File: config.mk
export PLATFORM = sky130hd
export DESIGN_NAME = store_rmw
export DESIGN_NICKNAME = d
export VERILOG_FILES = /design/src/rtl/store_pkg.sv /design/src/rtl/store_merge.sv /design/src/rtl/store_rmw.sv
export SDC_FILE = /design/constraint.sdc
export NUM_CORES = 1
export LEC_CHECK = 0
export CELL_PAD_IN_SITES_DETAIL_PLACEMENT = 0
export CELL_PAD_IN_SITES_GLOBAL_PLACEMENT = 1
export CORE_MARGIN = 2
export CORE_UTILIZATION = 36
export CTS_BUF_LIST = sky130_fd_sc_hd__clkbuf_2
export DETAILED_ROUTE_END_ITERATION = 16
export PLACE_DENSITY_LB_ADDON = 0.1
export SYNTH_ARGS = -nofsm -noshare
export SYNTH_HDL_FRONTEND = slang
export SYNTH_SLANG_ARGS = --single-unit
File: constraint.sdc
create_clock -name clk -period 5.2 [get_ports clk]
set_clock_uncertainty 0.2 [all_clocks]
set_input_delay 0.52 -clock clk [delete_from_list [all_inputs] [get_ports clk]]
set_output_delay 0.52 -clock clk [all_outputs]
set_load 0.02 [all_outputs]
File: src/rtl/store_pkg.sv
// Shared definitions for the store read-modify-write path.
// Optional STORE_BYTE_MASK_EN selects byte-enable writes instead of RMW.
package store_pkg;

    localparam logic [2:0] F3_SB = 3'b000;
    localparam logic [2:0] F3_SH = 3'b001;
    localparam logic [2:0] F3_SW = 3'b010;

    typedef enum logic [1:0] {
        IDLE    = 2'd0,
        RD_REQ  = 2'd1,
        RD_WAIT = 2'd2,
        WR_REQ  = 2'd3
    } state_t;

    localparam logic [3:0] BE_NONE = 4'b0000;
    localparam logic [3:0] BE_BYTE = 4'b0001;
    localparam logic [3:0] BE_HALF = 4'b0011;
    localparam logic [3:0] BE_ALL  = 4'b1111;

    function automatic logic store_err(input logic [2:0] f3,
                                       input logic [1:0] off);
        logic e;
        e = 1'b1;
        if (f3 == F3_SB) e = 1'b0;
        if (f3 == F3_SH) e = off[0];
        if (f3 == F3_SW) e = |off;
        return e;
    endfunction

endpackage

File: src/rtl/store_merge.sv
// Lane merge and byte-enable generation for sub-word stores.
// mask=1 gives replicated data with lane enables; mask=0 merges into rdata.
module store_merge
    import store_pkg::*;
(
    input  logic        mask,
    input  logic [31:0] rdata,
    input  logic [31:0] wdata,
    input  logic [1:0]  off,
    input  logic [2:0]  funct3,
    output logic [31:0] data,
    output logic [3:0]  be
);

    always_comb begin
        data = rdata;
        be   = BE_ALL;
        if (mask) begin
            data = wdata;
            unique case (1'b1)
                (funct3 == F3_SB): begin
                    data = {4{wdata[7:0]}};
                    be   = BE_BYTE << off;
                end
                (funct3 == F3_SH): begin
                    data = {2{wdata[15:0]}};
                    be   = BE_HALF << {off[1], 1'b0};
                end
                default: ;
            endcase
        end else begin
            unique case (1'b1)
                (funct3 == F3_SB): data[8*off +: 8] = wdata[7:0];
                (funct3 == F3_SH): data[16*off[1] +: 16] = wdata[15:0];
                (funct3 == F3_SW): data = wdata;
                default: ;
            endcase
        end
    end

endmodule

File: src/rtl/store_rmw.sv
// Store unit: word writes direct, sub-word stores via read-modify-write.
// STORE_BYTE_MASK_EN: sub-word stores use byte enables and skip the read.
module store_rmw
    import store_pkg::*;
#(
    parameter int AW = 32,
    parameter int DW = 32
) (
    input  logic          clk,
    input  logic          rst,
    input  logic          req_valid,
    output logic          req_ready,
    input  logic [AW-1:0] req_addr,
    input  logic [2:0]    req_funct3,
    input  logic [DW-1:0] req_wdata,
    output logic          mem_req,
    output logic          mem_we,
    output logic [AW-1:0] mem_addr,
    output logic [DW-1:0] mem_wdata,
    output logic [3:0]    mem_be,
    input  logic          mem_gnt,
    input  logic          mem_rvalid,
    input  logic [DW-1:0] mem_rdata,
    output logic          done,
    output logic          err
);

`ifdef STORE_BYTE_MASK_EN
    localparam logic MASK_EN = 1'b1;
`else
    localparam logic MASK_EN = 1'b0;
`endif

    state_t        state_q, state_d;
    logic [2:0]    f3_q, f3_d;
    logic [1:0]    off_q, off_d;
    logic [DW-1:0] wd_q, wd_d;

    logic          req_d, we_d, done_d, err_d;
    logic [AW-1:0] addr_d;
    logic [DW-1:0] wdata_d;
    logic [3:0]    be_d;

    logic          idle;
    logic [2:0]    m_f3;
    logic [1:0]    m_off;
    logic [DW-1:0] m_wd, m_data;
    logic [3:0]    m_be;

    assign idle      = (state_q == IDLE);
    assign req_ready = idle;

    // In IDLE the merge sees the incoming request, later the latched one.
    assign m_f3  = idle ? req_funct3     : f3_q;
    assign m_off = idle ? req_addr[1:0]  : off_q;
    assign m_wd  = idle ? req_wdata      : wd_q;

    store_merge u_merge (
        .mask   (MASK_EN),
        .rdata  (mem_rdata),
        .wdata  (m_wd),
        .off    (m_off),
        .funct3 (m_f3),
        .data   (m_data),
        .be     (m_be)
    );

    always_comb begin
        state_d = state_q;
        f3_d    = f3_q;
        off_d   = off_q;
        wd_d    = wd_q;
        req_d   = mem_req;
        we_d    = mem_we;
        addr_d  = mem_addr;
        wdata_d = mem_wdata;
        be_d    = mem_be;
        done_d  = 1'b0;
        err_d   = 1'b0;
        unique case (state_q)
            IDLE: begin
                if (req_valid) begin
                    f3_d  = req_funct3;
                    off_d = req_addr[1:0];
                    wd_d  = req_wdata;
                    if (store_err(req_funct3, req_addr[1:0])) begin
                        done_d = 1'b1;
                        err_d  = 1'b1;
                    end else begin
                        addr_d = {req_addr[AW-1:2], 2'b00};
                        req_d  = 1'b1;
                        if (req_funct3 == F3_SW) begin
                            state_d = WR_REQ;
                            we_d    = 1'b1;
                            wdata_d = req_wdata;
                            be_d    = BE_ALL;
                        end else begin
`ifdef STORE_BYTE_MASK_EN
                            state_d = WR_REQ;
                            we_d    = 1'b1;
                            wdata_d = m_data;
                            be_d    = m_be;
`else
                            state_d = RD_REQ;
                            we_d    = 1'b0;
                            be_d    = BE_ALL;
`endif
                        end
                    end
                end
            end
            RD_REQ: begin
                if (mem_gnt) begin
                    state_d = RD_WAIT;
                    req_d   = 1'b0;
                end
            end
            RD_WAIT: begin
                if (mem_rvalid) begin
                    state_d = WR_REQ;
                    req_d   = 1'b1;
                    we_d    = 1'b1;
                    wdata_d = m_data;
                    be_d    = m_be;
                end
            end
            WR_REQ: begin
                if (mem_gnt) begin
                    state_d = IDLE;
                    req_d   = 1'b0;
                    done_d  = 1'b1;
                end
            end
            default: state_d = IDLE;
        endcase
    end

    always_ff @(posedge clk) begin
        if (rst) begin
            state_q   <= IDLE;
            f3_q      <= 3'b000;
            off_q     <= 2'b00;
            wd_q      <= '0;
            mem_req   <= 1'b0;
            mem_we    <= 1'b0;
            mem_addr  <= '0;
            mem_wdata <= '0;
            mem_be    <= BE_NONE;
            done      <= 1'b0;
            err       <= 1'b0;
        end else begin
            state_q   <= state_d;
            f3_q      <= f3_d;
            off_q     <= off_d;
            wd_q      <= wd_d;
            mem_req   <= req_d;
            mem_we    <= we_d;
            mem_addr  <= addr_d;
            mem_wdata <= wdata_d;
            mem_be    <= be_d;
            done      <= done_d;
            err       <= err_d;
        end
    end

endmodule

After elaboration in Yosys (flattened, before gate mapping)
Cells that the tools add are included.

$add $sub $neg: 2. Equal/unequal tests: 14. Shift-type cells: 4. Multiplexer cells: 40. Bitwise operators: 2. Reductions and logical operators: 13.

Operator list (count): $mux W32 (5); $pmux W32 S3 (1); $neg A5 Y34 (2); $bwmux W32 (2); $pmux W32 S2 (1); $shift A16 B34 Y32 const A (1); $shift A8 B34 Y32 const A (1); $shiftx A16 B34 Y32 (1); $shiftx A8 B34 Y32 (1); $mux W1 (15); $mux W2 (7); $mux W4 (3); $ne A2 B2 Y1 const B (5); $reduce_and A5 Y1 (2); $pmux W2 S4 (1); $pmux W4 S2 (1); $reduce_and A4 Y1 (2); $eq A3 B1 Y1 const B (2); $eq A3 B2 Y1 const B (2); $logic_not A3 Y1 (2); $reduce_or A2 Y1 (3); $eq A2 B2 Y1 const B (2); $ne A2 B1 Y1 const B (2); $pmux W1 S2 (2); other kinds (8) (9).

Flip-flop bits (word level): 109. Output and inout port bits: 73. Word-level logic and storage cells: 86.

Logic depth before layout (Yosys ltp)
Gate-level depths: netlist (run 1).

Depth after elaboration: 9. Gate-level depth with buffers: 11. Depth with buffers taken out: 10.

Hierarchy
A second synthesis (run 1) with hierarchy kept.

Cell total of the unflattened synthesis: 745. Area total of the unflattened synthesis: 6458.7 µm².

Modules (own cells, without submodules): store_rmw (instances 1, cells an instance 546, area each 4989.8 µm²); store_merge (instances 1, cells an instance 199, area each 1468.9 µm²).

Worst setup path after synthesis (run 1)
Ideal clock, no wire load.

Kind: reg2reg. Start point: register state_q[0]. End point: register mem_wdata[12]. Setup time: 0.087 ns. Arrival time: 2.445 ns. Required time: 4.913 ns. Setup slack: 2.468 ns. Cell stages (with the launch flop): 12. Buffers on the path: 1. Period minus slack after synthesis: 2.732 ns. Path through: dfxtp_1 > inv_1 > ha_1 > buf_4 > mux2_2 > inv_1 > ha_1 > nor2_1 > o2111ai_1 > o21ai_0 > a211oi_1 > o31ai_1.

Cells in the longest elaborated chain, start to end: 8. Elaborated cells between the ends (all ways): 25.

Ends and longest elaborated chain: from (decl) (RTL line store_rmw.sv:34) `state_t state_q, state_d;`; from (signal assigned) (RTL line store_rmw.sv:152) `state_q <= state_d;`; $logic_not A2 Y1 * (RTL line store_rmw.sv:50) `assign idle = (state_q == IDLE);`; named net req_ready (RTL line store_rmw.sv:12) `output logic req_ready,`; $mux W2 (RTL line store_rmw.sv:55) `assign m_off = idle ? req_addr[1:0] : off_q;`; $neg A5 Y34 (on tied branches) (RTL line store_merge.sv:34, store_merge.sv:33); $shiftx A16 B34 Y32, or another cell as far along (RTL line store_merge.sv:34) `(funct3 == F3_SH): data[16*off[1] +: 16] = wdata[15:0];`; $bwmux W32 (on tied branches) (RTL line store_merge.sv:34, store_merge.sv:33); $pmux W32 S3 (RTL line store_merge.sv:32) `unique case (1'b1)`; $mux W32 (RTL line store_rmw.sv:119) `if (mem_rvalid) begin`; $pmux W32 S2 (RTL line store_rmw.sv:80) `unique case (state_q)`; to (signal assigned) (RTL line store_rmw.sv:159) `mem_wdata <= wdata_d;`; to (decl) (RTL line store_rmw.sv:19) `output logic [DW-1:0] mem_wdata,`.

The timed path passes the listed nets; every way through them passes the cells marked *. The select of a mux whose other input is x is not followed. A chain may end at the register's enable or synchronous reset.

Worst setup path after layout (run 1)
Start point: register state_q[0]. End point: register mem_wdata[8].

Cells in the longest elaborated chain, start to end: 8. Elaborated cells between the ends (all ways): 25.

Ends and longest elaborated chain (RTL line): $logic_not A2 Y1 (store_rmw.sv:50, store_rmw.sv:80); $mux W2 (store_rmw.sv:55); $neg A5 Y34 (on tied branches) (store_merge.sv:34, store_merge.sv:33); $shiftx A16 B34 Y32, or another cell as far along (store_merge.sv:34); $bwmux W32 (on tied branches) (store_merge.sv:34, store_merge.sv:33); $pmux W32 S3 (store_merge.sv:32); $mux W32 (store_rmw.sv:119); $pmux W32 S2 (store_rmw.sv:80).

Parallel ways exist; a longest one is shown, timed or not. The select of a mux whose other input is x is not followed.

==> results_dict.tcl, run 1 <==
set metrics [dict create \
    worst-path-max-fanout 41 \
    num_rows 44 \
    start_util_pct 36.56 \
    drive_gt1_share_pct 5.839 \
    cts_setup_buffers 0 \
    synthCells 661 \
    cts_hold_buffers 0 \
    port_buffers 174 \
    viasPerCell 5.420 \
    synth_warnings 0 \
    diodes 0 \
    cts_num_sinks 106 \
    grt_use_total_pct 22.07 \
    criticalPathCategory "reg -> reg" \
    timing.final.crit_share_pct 69.73 \
    crit_path_top_delay_cell "ha_2" \
    die_h_um 124.8 \
    p_leak_nw 2.510 \
    synth_top_area_share_pct 40.39 \
    dp.final_hpwl_um 12060 \
    vias 5360 \
    fin_crit_ps 3626 \
    cts-root-buf "clkbuf_2" \
    finalSetupViolCount 0 \
    rsz0062_at_grt "false" \
    cp_slowest_stage_delay_ps 900 \
    yosysUniqueCellTypes 51 \
    ys_ff_latch 106 \
    area_growth_pct 36.34 \
    drc 0 \
    h-tree-depth 3 \
    worstMarginPinSlew_ps 1194 \
    synth-edff-count 0 \
    start_kind "register" \
    core_area_um2 14370 \
    post_cts_resized 0 \
    nets 911 \
    peakVddDrop_mv 0.2617 \
    syn_area_um2 5254 \
    async_flop_share_pct 0 \
    die_x_um 124.8 \
    crit_required_ps 5560 \
    min_to "wd_q[19]" \
    die-area_um2 15580 \
    r2r_start "state_q[0]" \
    first_global_vias 5298 \
    hp-start "rst" \
    grt_overflow 0 \
    min_path_cells 2 \
    cts_buffer_depth 2 \
    cap_violations 0 \
    cts_tree "yes" \
    gp_congestion 0.8219 \
    synth.avg_cell_area_um2 7.948 \
    drv_slew 0 \
    worst_r2r_endpoint "mem_wdata[8]" \
    crit_start "state_q[0]" \
    pin_count 177 \
    wl_per_cell_um 17.72 \
    grt_antenna_before_repair 0 \
    path_clk_slew_ps 280 \
    final_cells 989 \
    max_slew_margin_pct 20.29 \
    cp_num_buf_inv 2 \
    critical_path.top_delay_family "adder cells" \
    p_per_area_nw_per_um2 393.3 \
    cp-end-kind "register" \
    yosys.area.top_type "dfxtp_1" \
    ys.flop_type "dfxtp_1" \
    grt_max_degree 66 \
    clk_latency_ps 620 \
    tns_ps 0 \
    dp.cells 973 \
    timing.reg2reg.setup_slack_ps 1570 \
    wl_um 17530 \
    rr_worst_depth 10 \
    path_cells "inv_1 > ha_2 > mux2_2 > inv_1 > ha_1 > nor2_1 > o2111ai_1 > o21ai_0 > a211oi_1 > o31ai_1" \
    synth.area.top_cells "dfxtp_1 (40%), nand2_1 (12%), a21oi_1 (9.0%)" \
    antenna_left 0 \
    grt_first_pass_wirelength_um 27900 \
    seq_area_frac_synth_pct 40.39 \
    critical_path_arrival_ps 3990 \
    numCtsBuffers 9 \
    drt-initial-drc-count 417 \
    cpMostUsedCell "inv_1" \
    hp-class "in -> reg" \
    drtPass1Iterations 5 \
    hold_viol 0 \
    max_freq_mhz 275.8 \
    cp.depth 10 \
    status "finished clean" \
]
[cell usage after synthesis, types with 2 or more instances]
cell       instances
o221ai_1           9
nor3b_1            2
nand3b_1           2
buf_2             13
o211ai_1          19
clkbuf_1          29
a221o_1            8
nand2_1          174
nor3_1            14
o2111ai_1          2
a221oi_1           8
a211oi_1          12
o21ai_0           20
dfxtp_1          106
mux2_2            10
mux2i_1           18
nand3_1            2
a22oi_1           16
buf_4              7
nor2_1            23
nor4bb_1           2
inv_1             14
o31ai_1           17
a21oi_1           95
o21ai_2            2
buf_1              4
nor2b_1            2
nor4_1             2
ha_1               7
[final cells by class]
cell class	count	area, um2
Fill cell	1421	7206
Inverter	14	52.55
Multi-Input combinational cell	487	2854
Clock inverter	7	60.06
Tap cell	184	230.2
Sequential cell	106	2122
Clock buffer	9	45.04
Timing Repair Buffer	182	1799
[report_power, final]
part | total [mW] | switching, mW | internal (mW) | leakage, nW
logic | 1.40 | 0.838 | 0.563 | 1.58
clock network | 0.382 | 0.277 | 0.106 | 0.0682
registers | 1.03 | 0.0826 | 0.951 | 0.865
total | 2.82 | 1.20 | 1.62 | 2.51
[metal layers]
| metal | vias to the layer above | GRT usage [%] | share of wire (%) |
|---|---|---|---|
| met3 | 21 | 6.229 | 6.9 |
| met5 | - | 0 | 0 |
| li1 | 2624 | - | - |
| met1 | 2537 | 27.56 | 42 |
| met2 | 178 | 37.54 | 49 |
| met4 | 0 | 5.486 | 1.5 |
[metrics by stage]
| stage | setup slack [ps] | util [%] | area (um2) | total power, mW | hold slack [ps] |
|---|---|---|---|---|---|
| 4_1_cts | 1660 | 49.85 | 7163 | 2.838 | 56.67 |
| 2_1_floorplan | 2468 | - | 5258 | 1.927 | 235.7 |
| 3_5_place_dp | 1677 | 49.12 | 7058 | 2.450 | 246.0 |
| 5_1_grt | 1275 | 49.85 | 7163 | 2.998 | 53.41 |
| 3_3_place_gp | 1775 | 49.12 | 7058 | 2.428 | 239.9 |
| 6_report | 1574 | 49.85 | 7163 | 2.817 | 105.0 |
[kinds of logic (layout without fill, tap and decap cells)]
group | count (synthesis) | in the layout | share of synthesized area (%)
buffers and inverters | 69 | 212 | 5.906
other | 1 | 2 | 0.07138
multiplexers | 28 | 28 | 5.573
AO/OA/AOI/OAI | 214 | 214 | 26.77
flip-flops | 106 | 106 | 40.39
AND/OR/NAND/NOR | 236 | 236 | 19.62
adder cells (fa/ha/maj) | 7 | 7 | 1.667
[flip-flops by register name, summed over array words and instances (netlist names)]
register and cells:
done 1, f3_q 3, mem_req 1, wd_q 32
err 1, mem_wdata 32, mem_addr 30, mem_we 1
off_q 2, mem_be 1, state_q 2
[cell usage in the layout, fill, tap and decap left out, types with 12 or more instances in the layout]
cell type,count
a211oi_1,12
a21oi_1,95
a22oi_1,16
clkdlybuf4s50_1,173
dfxtp_1,106
inv_1,14
mux2i_1,18
nand2_1,174
nor2_1,22
nor3_1,14
o211ai_1,19
o21ai_0,20
o31ai_1,17
[how the worst max path moves through the flow]
| stage | end | slack (ps) |
|---|---|---|
| 3_5_place_dp | mem_wdata[8] | 1680 |
| 6_report | mem_wdata[8] | 1570 |
| 5_1_grt | mem_wdata[13] | 1280 |
| 4_1_cts | mem_wdata[8] | 1660 |
| 2_1_floorplan | mem_wdata[12] | 2470 |
| 3_3_place_gp | mem_wdata[10] | 1770 |
Power figures use the tool's default switching activity.
==> run 2: changes to the inputs <==
CORE_UTILIZATION = 30   (was 36)
clock period = 2.99 ns   (was 5.2 ns; I/O delays follow)
==> results_dict.tcl, run 2 (synthesis gave the netlist of run 1 again) <==
set metrics [dict create \
    pin_count 177 \
    hp-class "in -> reg" \
    worstMarginPinSlew_ps 1047 \
    criticalPathCategory "reg -> reg" \
    num_rows 48 \
    drive_gt1_share_pct 8.208 \
    numCtsBuffers 9 \
    first_global_vias 5805 \
    grt_max_degree 92 \
    worst-path-max-fanout 18 \
    finalSetupViolCount 0 \
    cp_num_buf_inv 2 \
    cts_buffer_depth 2 \
    final_cell_mix "nand2_1 (174), clkdlybuf4s50_1 (172), dfxtp_1 (106)" \
    r2r_start "state_q[0]" \
    fin_area_um2 7878 \
    dp.final_hpwl_um 13150 \
    nets 971 \
    hp-start "req_wdata[22]" \
    clk_latency_ps 610 \
    path_clk_slew_ps 280 \
    crit_required_ps 3360 \
    critical_path.top_delay_family "simple AND/OR/NAND/NOR gates" \
    rr_worst_depth 8 \
    p_leak_nw 2.812 \
    wl_per_cell_um 17.55 \
    worst_r2r_endpoint "mem_wdata[25]" \
    die_h_um 136.3 \
    grt_first_pass_wirelength_um 29950 \
    status "finished clean" \
    critical_path_arrival_ps 3120 \
    max_freq_mhz 363.2 \
    drt-initial-drc-count 312 \
    tns_ps 0 \
    cap_violations 0 \
    wl_um 19160 \
    drv_slew 0 \
    timing.reg2reg.setup_slack_ps 240 \
    rsz0062_at_grt "false" \
    grt_use_total_pct 20.75 \
    die-area_um2 18590 \
    p_per_area_nw_per_um2 671.6 \
    cp_slowest_stage_delay_ps 630 \
    grt_overflow 0 \
    cts_setup_buffers 0 \
    fin_util_pct 45.70 \
    grt_antenna_before_repair 1 \
    final_cells 1092 \
    antenna_left 0 \
    min_path_cells 3 \
    gp_congestion 0.8352 \
    fin_crit_ps 2753 \
    timing.final.crit_share_pct 92.09 \
    cts-root-buf "clkbuf_2" \
    core_area_um2 17240 \
    cts_tree "yes" \
    dp.cells 1033 \
    power_mw 5.290 \
    port_buffers 174 \
    vias 5680 \
    min_to "wd_q[22]" \
    drc 0 \
    viasPerCell 5.201 \
    start_kind "register" \
    area_growth_pct 49.94 \
    max_slew_margin_pct 30.22 \
    final_common_cell "nand2_1" \
    cts_num_sinks 106 \
    crit_path_top_delay_cell "or4_1" \
    hold_viol 0 \
    die_x_um 136.3 \
    cp-end-kind "register" \
    path_cells "inv_1 > ha_2 > buf_4 > nor3b_2 > or4_1 > o221ai_1 > nand2_1 > o211ai_1" \
    top_regs "mem_wdata x32, wd_q x32, mem_addr x30" \
    peakVddDrop_mv 0.3361 \
    drtPass1Iterations 5 \
    post_dp_cell_area_um2 7249 \
    h-tree-depth 3 \
    start_util_pct 30.48 \
]
run 2: worst min-delay path, cell delays in order:
cell and delay (ps):
clkdlybuf4s50_1 450, nand2_1 80, a21oi_1 50
run 2: stage by stage:
stage                     setup WS (ps)  hold WS, ps
after global placement            217.2        240.7
final                             236.5        59.60
after floorplan                   257.6        235.0
after CTS                         79.48        2.251
after global routing              18.68        19.78
after detailed placement          92.94        244.4
run 2: worst max path at each step:
stage | startpoint | to | slack [ps] | cells after the start
after floorplan | state_q[0] | mem_wdata[12] | 260 | 11
after global placement | req_funct3[0] | mem_wdata[12] | 220 | 7
after detailed placement | req_funct3[0] | mem_wdata[14] | 90 | 7
after CTS | state_q[0] | mem_wdata[14] | 80 | 10
after global routing | state_q[0] | mem_wdata[14] | 20 | 8
final | state_q[0] | mem_wdata[25] | 240 | 8
run 2: cell type report:
type | instances | area, um2
Fill cell | 1674 | 9359
Multi-Input combinational cell | 487 | 2905
Timing Repair Buffer | 242 | 2356
Sequential cell | 106 | 2122
Tap cell | 225 | 281.5
Clock inverter | 6 | 105.1
Inverter | 14 | 52.55
Clock buffer | 10 | 50.05
Antenna cell | 2 | 5.005
run 2: power breakdown:
part,switching (mW),internal (mW),leakage [nW]
Clock,0.490,0.357,0.0872
Combinational,1.54,1.09,1.86
Sequential,0.150,1.66,0.865
run 2: metal layers:
metal | vias to the layer above | global-route usage [%] | share of wire [%]
li1 | 2747 | - | -
met1 | 2707 | 24.74 | 43
met2 | 202 | 35.90 | 48
met3 | 24 | 5.220 | 6.5
met4 | 0 | 7.697 | 2.4
met5 | - | 0 | 0
run 2: repair_timing:
action / 4_1_cts / 5_1_grt
resized for setup: 1 / 10
pin swaps: 0 / 1
hold buffers: 41 / 0
endpoints found under the hold margin: 41 / 0
endpoints found under the setup margin: 1 / 16
